$ cat config.mk
export PLATFORM = sky130hd
export DESIGN_NAME = apb_requester_fsm
export DESIGN_NICKNAME = d
export VERILOG_FILES = /design/src/rtl/apb_req_pkg.sv /design/src/rtl/apb_slave_decode.sv /design/src/rtl/apb_requester_fsm.sv
export SDC_FILE = /design/constraint.sdc
export NUM_CORES = 1
export LEC_CHECK = 0
export BUFFER_PORTS_ARGS = -buffer_cell sky130_fd_sc_hd__buf_2
export CAP_MARGIN = 20
export CORE_MARGIN = 1
export CORE_UTILIZATION = 42
export DETAILED_ROUTE_END_ITERATION = 8
export GPL_ROUTABILITY_DRIVEN = 0
export PLACE_DENSITY = 0.77
export RECOVER_POWER = 100
export SLEW_MARGIN = 5
export SYNTH_ARGS = -nofsm -noshare
export SYNTH_HDL_FRONTEND = slang
export SYNTH_SLANG_ARGS = --single-unit
$ cat constraint.sdc
create_clock -name clk -period 1.4 [get_ports clk]
set_clock_uncertainty 0.05 [all_clocks]
set_input_delay 0.28 -clock clk [delete_from_list [all_inputs] [get_ports clk]]
set_output_delay 0.28 -clock clk [all_outputs]
set_load 0.01 [all_outputs]
$ cat src/rtl/apb_req_pkg.sv
// Shared types and helpers for the APB requester.
package apb_req_pkg;

  typedef enum logic [1:0] {IDLE, SETUP, ACCESS} apb_state_e;

  // Cause of an rsp_err, for debug display only.
  typedef enum logic [1:0] {
    CAUSE_NONE,
    CAUSE_SLVERR,
    CAUSE_DECODE,
    CAUSE_TIMEOUT
  } rsp_cause_e;

  // Width of the slave-index field; at least one bit so vectors stay legal.
  function automatic int unsigned sel_width(input int unsigned n);
    return (n > 1) ? $clog2(n) : 1;
  endfunction

  localparam int unsigned DEFAULT_NUM_SLAVES = 4;
  localparam int unsigned SEL_W              = sel_width(DEFAULT_NUM_SLAVES);

endpackage

$ cat src/rtl/apb_slave_decode.sv
// Slave-index decoder: index field of the command address -> one-hot select
// plus a decode error for indices with no peripheral behind them.
module apb_slave_decode
  import apb_req_pkg::*;
#(
  parameter int unsigned NUM_SLAVES = 4,
  parameter int unsigned SW         = sel_width(NUM_SLAVES)
) (
  input  logic [SW-1:0]         index,
  output logic [NUM_SLAVES-1:0] sel,
  output logic                  decode_err
);

  // One-hot select, suppressed entirely for out-of-range indices
  always_comb begin
    decode_err = (32'(index) >= NUM_SLAVES);
    sel        = '0;
    if (!decode_err) sel[index] = 1'b1;
  end

endmodule

$ cat src/rtl/apb_requester_fsm.sv
// APB requester: valid/ready command -> IDLE/SETUP/ACCESS transfer.
// Optional macro APB_REQ_TIMEOUT_EN bounds the ACCESS phase to TIMEOUT_CYC
// cycles; without it ACCESS waits for pready indefinitely.
module apb_requester_fsm
  import apb_req_pkg::*;
#(
  parameter int unsigned ADDR_W      = 16,
  parameter int unsigned DATA_W      = 32,
  parameter int unsigned NUM_SLAVES  = 4,
  parameter int unsigned SEL_LSB     = 12,
  parameter int unsigned TIMEOUT_CYC = 16
) (
  input  logic                  clk,
  input  logic                  resetn,
  input  logic                  cmd_valid,
  output logic                  cmd_ready,
  input  logic                  cmd_write,
  input  logic [ADDR_W-1:0]     cmd_addr,
  input  logic [DATA_W-1:0]     cmd_wdata,
  output logic                  rsp_valid,
  output logic [DATA_W-1:0]     rsp_rdata,
  output logic                  rsp_err,
  output logic [NUM_SLAVES-1:0] psel,
  output logic                  penable,
  output logic                  pwrite,
  output logic [ADDR_W-1:0]     paddr,
  output logic [DATA_W-1:0]     pwdata,
  input  logic [DATA_W-1:0]     prdata,
  input  logic                  pready,
  input  logic                  pslverr
);

  localparam int unsigned SW = sel_width(NUM_SLAVES);

  apb_state_e            state, state_next;
  logic [SW-1:0]         sel_index;
  logic [NUM_SLAVES-1:0] dec_sel;
  logic                  dec_err;
  logic                  accept, done, expired;

  logic                  cmd_ready_d, rsp_valid_d, rsp_err_d, penable_d, pwrite_d;
  logic [DATA_W-1:0]     rsp_rdata_d, pwdata_d;
  logic [NUM_SLAVES-1:0] psel_d;
  logic [ADDR_W-1:0]     paddr_d;

  // A single-slave bus has a zero-width index field: always slave 0
  if (NUM_SLAVES > 1) begin : g_idx
    assign sel_index = cmd_addr[SEL_LSB +: SW];
  end else begin : g_idx_one
    assign sel_index = '0;
  end

  apb_slave_decode #(
    .NUM_SLAVES (NUM_SLAVES),
    .SW         (SW)
  ) u_decode (
    .index      (sel_index),
    .sel        (dec_sel),
    .decode_err (dec_err)
  );

  assign accept = cmd_valid && cmd_ready;
  assign done   = (state == ACCESS) && penable && pready;

`ifdef APB_REQ_TIMEOUT_EN
  localparam int unsigned TO_W = $clog2(TIMEOUT_CYC + 1);
  logic [TO_W-1:0] to_cnt;

  // Counts stalled ACCESS cycles; zero on every entry to ACCESS
  always_ff @(posedge clk or negedge resetn) begin
    if (!resetn)                     to_cnt <= '0;
    else if (state != ACCESS)        to_cnt <= '0;
    else if (!pready)                to_cnt <= to_cnt + 1'b1;
  end

  // Expiry on the last allowed ACCESS cycle; a same-cycle pready wins
  assign expired = (state == ACCESS) && !pready && (to_cnt == TO_W'(TIMEOUT_CYC - 1));
`else
  assign expired = 1'b0;
`endif

  // State register
  always_ff @(posedge clk or negedge resetn) begin
    if (!resetn) state <= IDLE;
    else         state <= state_next;
  end

  // Next-state logic; a decode error is answered without leaving IDLE
  always_comb begin
    state_next = state;
    unique case (state)
      IDLE:    if (accept && !dec_err) state_next = SETUP;
      SETUP:   state_next = ACCESS;
      ACCESS:  if (done || expired) state_next = IDLE;
      default: state_next = IDLE;
    endcase
  end

  // Next values of the registered outputs
  always_comb begin
    cmd_ready_d = cmd_ready;
    rsp_valid_d = 1'b0;
    rsp_rdata_d = rsp_rdata;
    rsp_err_d   = rsp_err;
    psel_d      = psel;
    penable_d   = penable;
    pwrite_d    = pwrite;
    paddr_d     = paddr;
    pwdata_d    = pwdata;
    unique case (state)
      IDLE: begin
        // cmd_ready re-arms one cycle after any response, since it was low then
        cmd_ready_d = !accept;
        if (accept) begin
          pwrite_d = cmd_write;
          paddr_d  = cmd_addr;
          pwdata_d = cmd_wdata;
          if (dec_err) begin
            rsp_valid_d = 1'b1;
            rsp_err_d   = 1'b1;
            rsp_rdata_d = '0;
          end else begin
            psel_d = dec_sel;
          end
        end
      end
      SETUP: penable_d = 1'b1;
      ACCESS: begin
        if (done) begin
          psel_d      = '0;
          penable_d   = 1'b0;
          rsp_valid_d = 1'b1;
          rsp_err_d   = pslverr;
          rsp_rdata_d = pwrite ? '0 : prdata;
        end else if (expired) begin
          psel_d      = '0;
          penable_d   = 1'b0;
          rsp_valid_d = 1'b1;
          rsp_err_d   = 1'b1;
          rsp_rdata_d = '0;
        end
      end
      default: ;
    endcase
  end

  // Output registers
  always_ff @(posedge clk or negedge resetn) begin
    if (!resetn) begin
      cmd_ready <= 1'b1;
      rsp_valid <= 1'b0;
      rsp_rdata <= '0;
      rsp_err   <= 1'b0;
      psel      <= '0;
      penable   <= 1'b0;
      pwrite    <= 1'b0;
      paddr     <= '0;
      pwdata    <= '0;
    end else begin
      cmd_ready <= cmd_ready_d;
      rsp_valid <= rsp_valid_d;
      rsp_rdata <= rsp_rdata_d;
      rsp_err   <= rsp_err_d;
      psel      <= psel_d;
      penable   <= penable_d;
      pwrite    <= pwrite_d;
      paddr     <= paddr_d;
      pwdata    <= pwdata_d;
    end
  end

endmodule

==> metrics, run 1 <==
final setup vio count 54; post-DP HPWL 5671 µm; I/O pin total 175; via count 2716; first-pass GRT wire length 11760 µm; final hold viol count 0; Post-Syn Nets 361; Critical Path Slowest Stage Cell dfstp_2; initial antenna violation count 0; largest net degree at the start of global routing 40; status finished, violations left; antenna viol nets, final 0; asr flop ratio synth 100.0%; crit path DAT 1760 ps; dpl cells 551; Synth Instances 275; placed cell areas 4707 µm²; worst-case clock buffer depth 2; Die X 95.48 µm; Crit path largest cell delay 540 ps; Iter 0 DRT Violations 50; largest cells by area after synthesis dfrtp_1 (61%), mux2_4 (9.0%), mux2_2 (8.3%); All-Layer GR Usage 17.11%; ant diodes 0; failing checks setup timing; Die H 95.48 µm; post-synth cell types 24; core area 8341 µm²; largest area contributor in the netlist dfrtp_1; drt wl/cell 14.04 µm; clock root cell clkbuf_8; maximum vdd drop 0.5969 mV; yosys warns 0; Worst Setup Start Kind flop; most common cell in the netlist dfrtp_1; layout cells sized above 1 55.84%; row count 33; Cell Area, Synth 3670 µm²; share of the synthesized area in the top cell type 61.37%; CP Class reg -> reg; Slew @ Worst Pin 405.4 ps; Max-Cap Viols 0; worst hold path depth 3; gr ovfl total 0; final cell count without fillers 576; Synth Register Bits 91; RSZ-0062 raised after global routing yes; total CTS buffers 9; clock latency on the worst-skew pair 350 ps; DR vias/cell 4.715; critical path cell sequence and4bb_4 -> buf_12 -> mux2_2; clk sinks 91; most instantiated cells after synthesis dfrtp_1 (90), nand2_1 (36), o21ai_0 (34), nand2b_1 (32), mux2_2 (27); area delta synth->final 38.70%; R2R depth 3; Reg clk slew, reported paths 90 ps; critical-path maximum fanout 13; number of synthesized flops with an enable pin 0; WL final 8087 µm; power per cell area 954.5 nW/µm²; Syn Area/Cell 13.34 µm²; fillers 688; leakage 0.002922 µW; # nets final 552; WP data required 1600 ps; die area 9115 µm²; CTS tree yes; vias in the first global route 2496; Max Fclk 0.6414 GHz; design area 5090 µm²; Most used DFF post-synth dfrtp_1; Max-slew headroom 72.98%; fin crit share 111.4%; number of port buffers 174; Worst setup EP type flop; starting density of the core 44.00%; Min Clock Period, post-route 1559 ps; Slew Viols, Final 0; HP Class in -> reg; sequential cell area fraction in the yosys report 62.09%; Final WS setup -159.1 ps; number of detailed-route iterations in the first pass 4; H-tree depth 3; DR DRC count 0
-- worst max-delay path, delay by kind of cell (launching register included) --
kind / cells / cell delay, ps
AND/OR/NAND/NOR: 1 / 340
buffers and inverters: 1 / 180
multiplexers: 1 / 340
flip-flops: 1 / 540
-- kinds of logic (layout without fill, tap and decap cells) --
kind of cell / count (synthesis) / after routing / synth area share, %
AO/OA/AOI/OAI: 41 / 41 / 6.273
buffers and inverters: 21 / 217 / 4.125
flip-flops: 91 / 91 / 62.09
multiplexers: 49 / 49 / 17.29
AND/OR/NAND/NOR: 73 / 73 / 10.23
-- metrics by stage --
stage,TNS (ps),hold WS [ps],worst slack [ps],power (µW),util (%)
global route,-8379,66.76,-181.9,5037,61.03
detailed placement,-6168,113.4,-163.3,2890,56.44
CTS,-5892,53.92,-161.9,4934,60.05
floorplan,-5174,-65.59,-151.6,2701,-
global placement,-4410,109.9,-117.0,2887,56.44
finish,-6949,66.44,-159.1,4858,61.03
-- repair_timing --
action	4_1_cts	5_1_grt
gates cloned	1	1
buffers inserted	2	5
gates resized for setup	10	24
hold endpoints to repair	19	0
setup endpoints to repair	56	71
hold buffers	1	0
-- final timing paths --
kind | from | endpoint | slack (ps)
min reg2reg | rsp_rdata[22] | rsp_rdata[22] | 430
min in group asynchronous | resetn | pwdata[30] | 320
max | cmd_ready | pwdata[12] | -160
max in group asynchronous | resetn | cmd_ready | 240
min | pslverr | rsp_err | 70
max reg2reg | cmd_ready | pwdata[12] | -160
-- state kept, by name, summed over array words and instances, names as in the netlist --
signal and flops:
cmd_ready 1, paddr 16, penable 1, psel 4
pwdata 32, pwrite 1, rsp_err 1, rsp_rdata 32
rsp_valid 1, state 2
-- placed cells by master (no fill, tap or decap), types with 2 or more instances in the layout --
cell / synthesis / routed
o21ai_0: 34 / 21
o21ai_1: 0 / 13
clkbuf_8: 0 / 9
nand2b_1: 32 / 32
bufinv_16: 0 / 2
inv_1: 5 / 5
buf_2: 4 / 172
mux2_2: 27 / 16
nand2_1: 36 / 36
inv_6: 0 / 3
buf_6: 0 / 5
buf_4: 2 / 10
mux2_4: 22 / 33
dfrtp_1: 90 / 89
a32o_1: 3 / 3
buf_12: 3 / 4
-- per-layer routing --
metal	up-vias	global-route usage [%]	part of all wire (%)
met1	1289	20.54	43
li1	1308	-	-
met3	10	5.263	8.0
met2	109	28.69	48
met5	-	0	0
met4	0	6.716	1.1
-- area by class of cell --
class                      instances  area [µm²]  area share, %
sequential                        91        2280          44.79
multi-input combinational        163        1286          25.27
timing repair buffer             196        1144          22.47
tap                              105       131.4          2.581
clock buffer                       9       123.9          2.434
clock inverter                     7       106.4          2.089
inverter                           5       18.77         0.3687
-- where the power goes --
part           internal [µW]  total [µW]  switching [µW]
Combinational            103         203             100
Clock                   1040        2030             988
Sequential              2630        2630               0
Total                   3770        4860            1090
(Power assumes the default switching activity.)
==> inputs of run 2 (changes only) <==
--- a/config.mk
+++ b/config.mk
@@ -9,6 +9,7 @@
 export CAP_MARGIN = 20
 export CORE_MARGIN = 1
 export CORE_UTILIZATION = 42
+export CTS_CLUSTER_SIZE = 20
 export DETAILED_ROUTE_END_ITERATION = 8
 export GPL_ROUTABILITY_DRIVEN = 0
 export PLACE_DENSITY = 0.77
@@ -16,4 +17,5 @@
 export SLEW_MARGIN = 5
 export SYNTH_ARGS = -nofsm -noshare
 export SYNTH_HDL_FRONTEND = slang
+export SYNTH_HIERARCHICAL = 1
 export SYNTH_SLANG_ARGS = --single-unit
==> metrics, run 2 <==
ant diodes 0; Most used DFF post-synth dfrtp_1; Min Clock Period, post-route 1454 ps; HP Class in -> reg; largest area contributor in the netlist dfrtp_1; layout cells sized above 1 30.12%; Worst Setup Start Kind flop; CP Class reg -> reg; via count 3296; critical-path maximum fanout 7; Slew Viols, Final 0; Slew @ Worst Pin 664.0 ps; most instantiated cells after synthesis nand2_1 (184), dfrtp_1 (90), inv_1 (36), mux2i_1 (32); failing checks setup timing; core area 8678 µm²; multi-input logic area 1418 µm²; initial antenna violation count 0; Synth Area in Adders 0%; All-Layer GR Usage 19.56%; WP data required 1630 ps; XOR/XNOR Fraction of Synth Area 0%; RSZ-0062 raised after global routing yes; clock root cell clkbuf_8; number of detailed-route iterations in the first pass 6; Max-slew headroom 55.73%; status finished, violations left; row count 34; fillers 788; DR vias/cell 4.649; main combinational cell family by area after synthesis simple AND/OR/NAND/NOR gates; Cell Area, Synth 3740 µm²; Final WS setup -54.39 ps; most common cell after layout, fill and taps aside nand2_1; yosys warns 6; drt wl/cell 13.68 µm; worst-case clock buffer depth 2; Post-Syn Nets 481; leakage 0.002961 µW; total CTS buffers 9; placed cell areas 4871 µm²; sequential cell area fraction in the yosys report 60.92%; Max Fclk 0.6876 GHz; Worst setup EP type flop; Syn Area/Cell 9.468 µm²; DR DRC count 0; clock latency on the worst-skew pair 340 ps; multiplexer share of the synthesized area 8.565%; largest cells by area after synthesis dfrtp_1 (60%), nand2_1 (18%), mux2i_1 (8.6%); Synth Register Bits 91; clk sinks 91; Die H 96.36 µm; area delta synth->final 46.07%; antenna viol nets, final 0; share of the synthesized area in the top cell type 60.22%; first-pass GRT wire length 13710 µm; Synth Instances 395; largest net degree at the start of global routing 37; Post-Synth Simple-Gate Area 22.95%; maximum vdd drop 1.064 mV; design area 5463 µm²; asr flop ratio synth 100.0%; H-tree depth 3; power per cell area 2196 nW/µm²; starting density of the core 43.09%; I/O pin total 175; post-synth cell types 25; most frequent cells in the layout nand2_1 (152), clkbuf_1 (89), dfrtp_1 (88), buf_2 (86), inv_1 (35); PnR Total Power 12000 µW; post-place setup slack -102.2 ps; number of port buffers 174; post-DP HPWL 6376 µm; final hold viol count 0; Largest regs pwdata (32), rsp_rdata (32), paddr (16); Die X 96.36 µm; post-synthesis compound-gate area fraction 0.9033%; vias in the first global route 3037; Max-Cap Viols 0; # nets final 683; Reg clk slew, reported paths 90 ps; number of synthesized flops with an enable pin 0; final setup vio count 49; fin crit share 103.9%; crit path DAT 1680 ps; gr ovfl total 0; CTS tree yes; die area 9285 µm²; register area 2281 µm²; WL final 9699 µm; Iter 0 DRT Violations 87; most common cell in the netlist nand2_1
run 2: changes by cell type in the layout (fill, tap and decap cells not counted), moves of 8 or more:
cell      before  now
nand2_2        0   19
clkbuf_1       1   89
mux2i_1        0   31
mux2_4        33    0
nand2b_1      32    0
mux2_2        16    0
nand2_1       36  152
inv_1          5   35
buf_2        172   86
o21ai_1       13    0
nand2_4        0   13
nand3_1        1    9
o21ai_0       21    1
run 2: metal layers:
layer | vias to the layer above | GRT usage (%) | routed length, µm
met5 | - | 0 | 0
met4 | 0 | 6.618 | 129
met3 | 13 | 5.292 | 550
met2 | 113 | 33.81 | 4889
met1 | 1561 | 23.52 | 4130
li1 | 1609 | - | -
run 2: worst paths after layout:
path	startpoint	end	slack [ps]	depth (start not counted)
setup / recovery	cmd_ready	paddr[2]	-50	6
hold / removal	cmd_addr[6]	paddr[6]	70	3
setup reg to reg	cmd_ready	paddr[2]	-50	6
hold reg to reg	pwdata[30]	pwdata[30]	420	2
max in group asynchronous	resetn	pwdata[2]	160	3
min in group asynchronous	resetn	rsp_rdata[8]	430	2
run 2: area by class of cell:
type                            instances  share of cell area [%]
Clock buffer                           10                   2.336
Clock inverter                          5                   1.878
Inverter                               36                   2.542
Timing Repair Buffer                  211                   23.06
Tap cell                              108                   2.474
Sequential cell                        91                   41.75
Multi-Input combinational cell        248                   25.95
run 2: worst max-delay path, cell delays in order, from the launching register on:
cell	delay (ps)
dfstp_2	550
nor4bb_4	190
buf_4	190
buf_8	150
clkbuf_16	170
nand2_4	40
nand2_2	50
run 2: kinds of logic (layout without fill, tap and decap cells):
family                 after synthesis  in the layout
muxes                               32             32
and+or+nand+nor                    209            209
AOI/OAI and AO/OA                    6              6
buffers and inverters               56            262
other                                1              1
DFF                                 91             91
run 2: power by group:
part / leakage, µW / internal, µW / switching (µW)
registers: 0.00116 / 3880 / 750
logic: 0.00169 / 2290 / 3010
clock network: 0.000112 / 1180 / 901
total: 0.00296 / 7340 / 4660
run 2: repair_timing:
| action | 4_1_cts | 5_1_grt |
|---|---|---|
| hold buffers | 1 | 0 |
| gates cloned | 3 | 6 |
| setup buffers | 6 | 7 |
| hold endpoints to repair | 22 | 0 |
| setup endpoints to repair | 81 | 85 |
| resized for setup | 10 | 59 |
| pin swaps | 2 | 41 |
run 2: stage by stage:
| stage | hold WS [ps] | TNS (ps) | cells | utilization, % |
|---|---|---|---|---|
| after floorplan | -65.59 | -533.7 | 395 | - |
| after global placement | 165.5 | -1.563 | 673 | 56.13 |
| after detailed placement | 163.9 | -2370 | 673 | 56.13 |
| after CTS | 52.20 | -731.1 | 698 | 60.45 |
| after global routing | 59.47 | -5785 | 709 | 62.95 |
| final | 71.22 | -992.1 | 709 | 62.95 |
